--- src/rtl/line_rasterizer.sv ---
// Bresenham line walker: takes one line primitive per start strobe and emits
// one pixel per accepted beat, clipping points outside the visible raster.
module line_rasterizer #(
   parameter int unsigned XW    = 10,
   parameter int unsigned YW    = 9,
   parameter int unsigned H_RES = 640,
   parameter int unsigned V_RES = 480
) (
   input  logic                   clk,
   input  logic                   reset,
   input  logic                   enable,
   input  logic                   prim_sel,
   input  logic [2*(XW+YW)-1:0]   locations,
   input  logic [15:0]            color,
   input  logic                   pix_ready,
   output logic                   pix_valid,
   output logic [XW-1:0]          pix_x,
   output logic [YW-1:0]          pix_y,
   output logic [15:0]            pix_color,
   output logic                   busy,
   output logic                   line_done
);

   localparam int unsigned PW  = XW + YW;
   localparam int unsigned EW  = XW + 2;
   localparam int unsigned E2W = EW + 1;

   typedef enum logic [1:0] {S_IDLE, S_SETUP, S_DRAW, S_DONE} state_e;

   state_e               state_q, state_d;
   logic [XW-1:0]        cx_q, cx_d, x1_q, x1_d, dx_q, dx_d, adx;
   logic [YW-1:0]        cy_q, cy_d, y1_q, y1_d, ady;
   logic signed [EW-1:0] dy_q, dy_d, err_q, err_d;
   logic signed [E2W-1:0] e2, dx_e2, dy_e2;
   logic                 sx_q, sx_d, sy_q, sy_d;
   logic [15:0]          color_q, color_d;
   logic                 pix_valid_q, pix_valid_d;
   logic                 busy_q, busy_d;
   logic                 done_q, done_d;
   logic                 start, advance, at_end;

   assign start   = (state_q == S_IDLE) && enable && !prim_sel;
   assign advance = (state_q == S_DRAW) && (!pix_valid_q || pix_ready);
   assign at_end  = (cx_q == x1_q) && (cy_q == y1_q);

   // State register
   always_ff @(posedge clk) begin
      if (reset) state_q <= S_IDLE;
      else       state_q <= state_d;
   end

   // Next state
   always_comb begin
      state_d = state_q;
      case (state_q)
         S_IDLE:  if (start) state_d = S_SETUP;
         S_SETUP: state_d = S_DRAW;
         S_DRAW:  if (advance && at_end) state_d = S_DONE;
         S_DONE:  state_d = S_IDLE;
         default: state_d = S_IDLE;
      endcase
   end

   // Datapath next values: latch, setup and Bresenham step
   always_comb begin
      cx_d    = cx_q;
      cy_d    = cy_q;
      x1_d    = x1_q;
      y1_d    = y1_q;
      dx_d    = dx_q;
      dy_d    = dy_q;
      err_d   = err_q;
      sx_d    = sx_q;
      sy_d    = sy_q;
      color_d = color_q;
      adx     = (x1_q >= cx_q) ? (x1_q - cx_q) : (cx_q - x1_q);
      ady     = (y1_q >= cy_q) ? (y1_q - cy_q) : (cy_q - y1_q);
      e2      = $signed({err_q, 1'b0});
      dx_e2   = $signed({{(E2W-XW){1'b0}}, dx_q});
      dy_e2   = $signed({dy_q[EW-1], dy_q});

      if (start) begin
         cx_d    = locations[2*PW-1 -: XW];
         cy_d    = locations[PW+YW-1 -: YW];
         x1_d    = locations[PW-1 -: XW];
         y1_d    = locations[YW-1:0];
         color_d = color;
      end

      // cx/cy already hold p0, so the deltas come straight from them
      if (state_q == S_SETUP) begin
         dx_d  = adx;
         dy_d  = -$signed({{(EW-YW){1'b0}}, ady});
         err_d = $signed({{(EW-XW){1'b0}}, adx}) - $signed({{(EW-YW){1'b0}}, ady});
         sx_d  = !(cx_q < x1_q);
         sy_d  = !(cy_q < y1_q);
      end

      // Both axis updates compare against the pre-update e2
      if (advance && !at_end) begin
         if (e2 >= dy_e2) begin
            err_d = err_d + dy_q;
            cx_d  = sx_q ? (cx_q - XW'(1)) : (cx_q + XW'(1));
         end
         if (e2 <= dx_e2) begin
            err_d = err_d + $signed({{(EW-XW){1'b0}}, dx_q});
            cy_d  = sy_q ? (cy_q - YW'(1)) : (cy_q + YW'(1));
         end
      end
   end

   // Output next values, derived from the upcoming state and point
   always_comb begin
      pix_valid_d = (state_d == S_DRAW) && (32'(cx_d) < H_RES) && (32'(cy_d) < V_RES);
      busy_d      = (state_d != S_IDLE);
      done_d      = (state_d == S_DONE);
   end

   always_ff @(posedge clk) begin
      if (reset) begin
         cx_q        <= '0;
         cy_q        <= '0;
         x1_q        <= '0;
         y1_q        <= '0;
         dx_q        <= '0;
         dy_q        <= '0;
         err_q       <= '0;
         sx_q        <= 1'b0;
         sy_q        <= 1'b0;
         color_q     <= '0;
         pix_valid_q <= 1'b0;
         busy_q      <= 1'b0;
         done_q      <= 1'b0;
      end else begin
         cx_q        <= cx_d;
         cy_q        <= cy_d;
         x1_q        <= x1_d;
         y1_q        <= y1_d;
         dx_q        <= dx_d;
         dy_q        <= dy_d;
         err_q       <= err_d;
         sx_q        <= sx_d;
         sy_q        <= sy_d;
         color_q     <= color_d;
         pix_valid_q <= pix_valid_d;
         busy_q      <= busy_d;
         done_q      <= done_d;
      end
   end

   assign pix_valid = pix_valid_q;
   assign pix_x     = cx_q;
   assign pix_y     = cy_q;
   assign pix_color = color_q;
   assign busy      = busy_q;
   assign line_done = done_q;

endmodule

--- config.mk ---
export PLATFORM = sky130hd
export DESIGN_NAME = line_rasterizer
export DESIGN_NICKNAME = d
export VERILOG_FILES = /design/src/rtl/line_rasterizer.sv
export SDC_FILE = /design/constraint.sdc
export NUM_CORES = 1
export LEC_CHECK = 0
export CORE_UTILIZATION = 48
export CTS_BUF_LIST = sky130_fd_sc_hd__clkbuf_8
export CTS_CLUSTER_SIZE = 14
export DETAILED_ROUTE_END_ITERATION = 10
export GPL_ROUTABILITY_DRIVEN = 1
export GPL_TIMING_DRIVEN = 0
export PLACE_DENSITY = 0.81
export SYNTH_ARGS = -nofsm -noshare
export SYNTH_HDL_FRONTEND = slang
export SYNTH_SLANG_ARGS = --single-unit
--- constraint.sdc ---
create_clock -name clk -period 6.6 [get_ports clk]
set_input_delay 0.66 -clock clk [delete_from_list [all_inputs] [get_ports clk]]
set_output_delay 0.66 -clock clk [all_outputs]
set_load 0.005 [all_outputs]
# [After elaboration in Yosys (flattened, before gate mapping)]
# Index checks and enable logic that the tools add are counted.
[op_classes] muxes=18 addsub=12 n_reduce_logical=16 magnitude_cmp=8 eq_ne=7
[ops] op="12-bit 2-to-1 mux" count=5
[ops] op="10-bit 2-to-1 mux" count=5
[ops] op="9-bit 2-to-1 mux" count=5
[ops] op="10-bit subtractor" count=2
[ops] op="9-bit subtractor" count=2
[ops] op="13-bit by 12-bit greater-or-equal comparator with 1-bit output" count=1
[ops] op="13-bit by 11-bit <= comparator with 1-bit output" count=1
[ops] op="12-bit by 11-bit adder with 12-bit output" count=1
[ops] op="12-bit adder" count=1
[ops] op="9-bit negation with 12-bit output" count=1
[ops] op="10-bit by 9-bit subtractor with 11-bit output" count=1
[ops] op="10-bit by 1-bit adder with 10-bit output (second input constant)" count=1
[ops] op="10-bit equality test" count=1
[ops] op="10-bit greater-or-equal comparator" count=1
[ops] op="10-bit < comparator" count=1
[ops] op="10-bit < comparator (second input constant)" count=1
[ops] op="10-bit by 1-bit subtractor with 10-bit output (second input constant)" count=1
[ops] op="9-bit by 1-bit adder with 9-bit output (second input constant)" count=1
[ops] op="9-bit equality test" count=1
[ops] op="9-bit greater-or-equal comparator" count=1
[ops] op="9-bit < comparator" count=1
[ops] op="9-bit < comparator (second input constant)" count=1
[ops] op="9-bit by 1-bit subtractor with 9-bit output (second input constant)" count=1
[ops] op="2-bit equality test (second input constant)" count=4
[ops] op="other kinds (8)" count=20
[word_totals] ff_bits=95 output_inout_bits=38 inputBits=59 wordCells=75

# [Depth between registers and ports, before layout]
[depth] ltp_word=10 depth_mapped=36 ltp_nobuf=35

# [Worst setup path before layout]
# Ideal clock, no wire load.
[synth_path] path_type="register to register" from="register cy_q[5], in the netlist pix_y[5]" to="register err_q[11]" path_buffers=2 arrival_ns=6.582 t_required_ns=6.505 period_less_slack_ns=6.677 stages_incl_launch_ff=35 path_slack_ns=-0.077 cell_sequence="dfxtp_1 > inv_1 > ha_1 > clkbuf_2 > nand4_1 > nor4_2 > nor3_4 > nand2_4 > mux2_2 > o22ai_1 > xor2_1 > inv_1 > ha_1 > clkbuf_1 > o21a_1 > nor2_1 > a21oi_1 > xnor2_1 > o21ai_0 > ha_1 > a21o_1 > a21oi_1 > o21ai_0 > xnor2_1 > nor2_1 > a31oi_1 > nand3_1 > ha_1 > or2_2 > o221ai_1 > nor2b_1 > nor3_1 > o21ai_0 > or4_1 > o311ai_1"
[synth_between] elab_chain_len=10 word_cells_on_any_way=16
[synth_rtl] item="from (decl)" line_no="32" source="logic [YW-1:0] cy_q, cy_d, y1_q, y1_d, ady;"
[synth_rtl] item="from (signal assigned)" line_no="136" source="cy_q <= cy_d;"
[synth_rtl] item="9-bit subtractor or 9-bit greater-or-equal comparator (tied branches)" line_no="77" source="ady = (y1_q >= cy_q) ? (y1_q - cy_q) : (cy_q - y1_q);"
[synth_rtl] item="9-bit 2-to-1 mux" line_no="77"
[synth_rtl] item="10-bit by 9-bit subtractor with 11-bit output" line_no="94" source="err_d = $signed({{(EW-XW){1'b0}}, adx}) - $signed({{(EW-YW){1'b0}}, ady});"
[synth_rtl] item="12-bit 2-to-1 mux" line_no="91" source="if (state_q == S_SETUP) begin"
[synth_rtl] item="12-bit adder" line_no="102" source="err_d = err_d + dy_q;"
[synth_rtl] item="12-bit 2-to-1 mux" line_no="101" source="if (e2 >= dy_e2) begin"
[synth_rtl] item="12-bit 2-to-1 mux" line_no="100" source="if (advance && !at_end) begin"
[synth_rtl] item="12-bit by 11-bit adder with 12-bit output" line_no="106" source="err_d = err_d + $signed({{(EW-XW){1'b0}}, dx_q});"
[synth_rtl] item="12-bit 2-to-1 mux" line_no="105" source="if (e2 <= dx_e2) begin"
[synth_rtl] item="12-bit 2-to-1 mux *" line_no="100"
[synth_rtl] item="to (signal assigned)" line_no="141" source="err_q <= err_d;"
[synth_rtl] item="to (decl)" line_no="33" source="logic signed [EW-1:0] dy_q, dy_d, err_q, err_d;"
# Mark *: on every way between the ends. The rest lies on a longest branch, timed or not. The select of a mux whose other input is x is not followed.
# A chain may end at the register's enable or synchronous reset.

# [Final worst setup path]
[layout_path] from="register x1_q[6]" to="register err_q[11]"
[layout_between] elab_chain_len=10 word_cells_on_any_way=16
[layout_rtl] item="from (decl)" line_no="31" source="logic [XW-1:0] cx_q, cx_d, x1_q, x1_d, dx_q, dx_d, adx;"
[layout_rtl] item="from (signal assigned)" line_no="123" source="x1_q <= '0;"
[layout_rtl] item="from (signal assigned)" line_no="137" source="x1_q <= x1_d;"
[layout_rtl] item="10-bit subtractor or 10-bit greater-or-equal comparator (tied branches)" line_no="76" source="adx = (x1_q >= cx_q) ? (x1_q - cx_q) : (cx_q - x1_q);"
[layout_rtl] item="10-bit 2-to-1 mux *" line_no="76"
[layout_rtl] item="via adx[8]" line_no="31"
[layout_rtl] item="10-bit by 9-bit subtractor with 11-bit output *" line_no="94"
[layout_rtl] item="12-bit 2-to-1 mux *" line_no="91"
[layout_rtl] item="12-bit adder" line_no="102"
[layout_rtl] item="12-bit 2-to-1 mux" line_no="101"
[layout_rtl] item="12-bit 2-to-1 mux" line_no="100"
[layout_rtl] item="12-bit by 11-bit adder with 12-bit output" line_no="106"
[layout_rtl] item="12-bit 2-to-1 mux" line_no="105"
[layout_rtl] item="12-bit 2-to-1 mux *" line_no="100"
# The timed path passes the listed nets; every way through them passes the cells marked *. The select of a mux whose other input is x is not followed.

==> results.sh <==
export IMPL_cp_num_buf_inv=1
export IMPL_crit_required_ps=6920
export IMPL_cts_htree_levels=3
export IMPL_antenna_left=0
export IMPL_crit_top_cell="ha_2"
export IMPL_synth_cells=1132
export IMPL_crit_family="simple AND/OR/NAND/NOR gates"
export IMPL_ys_ff_latch=95
export IMPL_finalCritPeriodShare_pct=98.25
export IMPL_final_hold_viol_count=0
export IMPL_dr_total_vias=9509
export IMPL_crit_cells=30
export IMPL_critPathKind="reg -> reg"
export IMPL_port_buffer_count=95
export IMPL_drive_above_1_share_pct=19.62
export IMPL_antenna_found_initial=0
export IMPL_track_usage_pct=29.97
export IMPL_utilization_pct=66.34
export IMPL_antenna_diode_count=0
export IMPL_yosys_cell_types_count=80
export IMPL_place_ws_ps=-1074
export IMPL_hold_path_class="reg -> reg"
export IMPL_placed_cells=1452
export IMPL_crit_slowest_cell="dfxtp_1"
export IMPL_chipHeight_um=136.5
export IMPL_wl_met1_um=11920
export IMPL_insertion_delay_ps=410
export IMPL_slew_violations=0
export IMPL_boundaryPins=97
export IMPL_wire_per_inst_um=19.38
export IMPL_synth_area_um2=8682
export IMPL_setup_violations_final=0
export IMPL_crit_fanout=7
export IMPL_skew_ps=15.03
export IMPL_rows=48
export IMPL_grt_overflow=0
export IMPL_yosysWarnings=0
export IMPL_slew_headroom_pct=32.41
export IMPL_dp_hpwl_um=20130
export IMPL_clkSlewWorstSetupHoldPaths_ps=110
export IMPL_powerDensity_nw_per_um2=632.7
export IMPL_die_area_um2=18630
export IMPL_drt_vias_per_instance=6.155
export IMPL_fin_nets=1490
export IMPL_yosysTopAreaCell="dfxtp_1"
export IMPL_async_flop_share_pct=0
export IMPL_arrival_ps=6810
export IMPL_critical_path_startpoint="x1_q[6]"
export IMPL_drtIter0Drc=921
export IMPL_synthesis_nets=1307
export IMPL_ctsHoldBuffers=0
export IMPL_worstReg2RegEnd="err_q[11]"
export IMPL_hp_start="pix_color[12]"
export IMPL_gp_congestion=0.9474
export IMPL_cap_violations=0
export IMPL_peakVddDrop_v=0.0004274
export IMPL_avgSynthCellArea_um2=7.670
export IMPL_fillCellCount=1299
export IMPL_routed_wl_um=29940
export IMPL_clockBufferDepth=2
export IMPL_r2r_start="x1_q[6]"
export IMPL_synth_edf_count=0
export IMPL_worst_pin_slew_ps=1014
export IMPL_core_area_um2=17480
export IMPL_worstSetupEndpointType="flop"
export IMPL_p_leak_nw=4.687
export IMPL_synthTopCellsByArea="dfxtp_1 22%, ha_1 16%, nand2_1 6.7%"
export IMPL_synth_top_area_share_pct=21.91
export IMPL_timing_fmax_mhz=154.2
export IMPL_grt_max_degree=17
export IMPL_grt_pass1_vias=8706
export IMPL_critPathLaunchType="flop"
export IMPL_areaGrowthSynthToFinish_pct=33.55
export IMPL_whs_endpoint="pix_color[12]"
export IMPL_min_period_ps=6485
export IMPL_clock_sinks=95
export IMPL_clockRootBuffer="clkbuf_8"
export IMPL_wl_met2_um=13870
export IMPL_synthFlopType="dfxtp_1"
export IMPL_rrSetupSlack_ps=120
export IMPL_fin_ws_ps=115.4
export IMPL_status="complete, no violations"
export IMPL_post_route_drc_count=0
export IMPL_dieWidth_um=136.5
export IMPL_synth_seq_area_share_pct=21.91
export IMPL_cts_buffers_inserted=9
export IMPL_first_pass_iters=6
export IMPL_highest_layer="met4"
export IMPL_start_util_pct=49.68
export IMPL_route_met3_wl_um=2460
export IMPL_final_cells=1545
export IMPL_r2r_cells=30
export IMPL_tritoncts="built"
export IMPL_whs_path_depth=2
export IMPL_grt_pass1_wl_um=43350
export IMPL_slowest_delay_ps=450
-- cells in the mapped netlist, types with 16 or more instances --
cell type	instances
a21oi_1	104
a211oi_1	24
nor2b_1	16
nand3_1	20
clkbuf_1	36
nor3_1	19
ha_1	108
o21a_1	21
dfxtp_1	95
a21o_1	27
nor2_1	76
o21ai_0	49
o211ai_1	19
nand2_1	156
xnor2_1	30
inv_1	101
-- cells by family after synthesis --
| kind of cell | synth area share [%] |
|---|---|
| mux | 3.214 |
| simple gates | 20.45 |
| flops | 21.91 |
| buf+inv | 6.456 |
| xor+xnor | 4.540 |
| compound gates | 25.91 |
| fa+ha+maj | 17.52 |
-- metrics by stage --
| stage | area (um2) | power (mW) | TNS (ps) | hold WS (ps) |
|---|---|---|---|---|
| final | 11590 | 7.336 | 0 | 457.9 |
| after global placement | 9928 | 4.928 | -1446 | 440.6 |
| after detailed placement | 9928 | 5.004 | -1639 | 446.2 |
| after CTS | 10800 | 6.333 | 0 | 458.7 |
| after floorplan | 8696 | 3.997 | 0 | 452.7 |
| after global routing | 11590 | 7.763 | -140.0 | 478.4 |
-- worst min-delay path, delay by kind of cell, from the launching register on --
kind             cells  cell delay [ps]
AO/OA/AOI/OAI        1               50
flip-flops           1              320
AND/OR/NAND/NOR      1               50
-- area by class of cell --
type / count / area [um2] / area share (%)
timing repair buffer: 175 / 1559 / 13.45
clock inverter: 6 / 116.4 / 1.004
sequential: 95 / 1962 / 16.92
multi-input combinational: 890 / 6967 / 60.08
buffer: 43 / 188.9 / 1.629
inverter: 101 / 382.9 / 3.302
tap: 225 / 281.5 / 2.428
clock buffer: 10 / 137.6 / 1.187
-- flip-flops by register name (all words and copies together) (netlist names) --
name	flops
busy	1
dx_q	10
dy_q	12
err_q	12
line_done	1
pix_color	16
pix_valid	1
pix_x	10
pix_y	9
state_q	2
sx_q	1
sy_q	1
x1_q	10
y1_q	9
-- per-layer routing --
layer	vias to the layer above	track usage [%]
li1	4373	-
met1	4409	37.55
met2	565	50.85
met3	162	5.000
met4	0	12.10
met5	-	0
-- timing repair --
| action | CTS | global route |
|---|---|---|
| endpoints found under the setup margin | 4 | 3 |
| buffers inserted | 35 | 45 |
| pin swaps | 31 | 59 |
| resized for setup | 92 | 92 |
-- placed cells by master (no fill, tap or decap), types with 33 or more instances in the layout --
cell / count
nand2_1: 155
inv_1: 97
a21oi_1: 96
clkdlybuf4s50_1: 95
ha_1: 81
buf_4: 78
dfxtp_1: 75
nor2_1: 69
o21ai_0: 40
clkbuf_1: 33
-- report_power, final --
group | switching (mW) | leakage [nW] | total [mW] | internal [mW]
logic | 3.29 | 3.77 | 6.02 | 2.73
registers | 0.130 | 0.788 | 0.813 | 0.683
clock network | 0.238 | 0.127 | 0.503 | 0.265
-- how the worst max path moves through the flow --
stage,end,slack [ps]
6_report,err_q[11],120
5_1_grt,err_q[11],-140
4_1_cts,err_q[11],2
3_5_place_dp,err_q[11],-1070
3_3_place_gp,err_q[11],-1020
2_1_floorplan,err_q[11],2
Note: power is estimated with default switching activity, not from simulation.
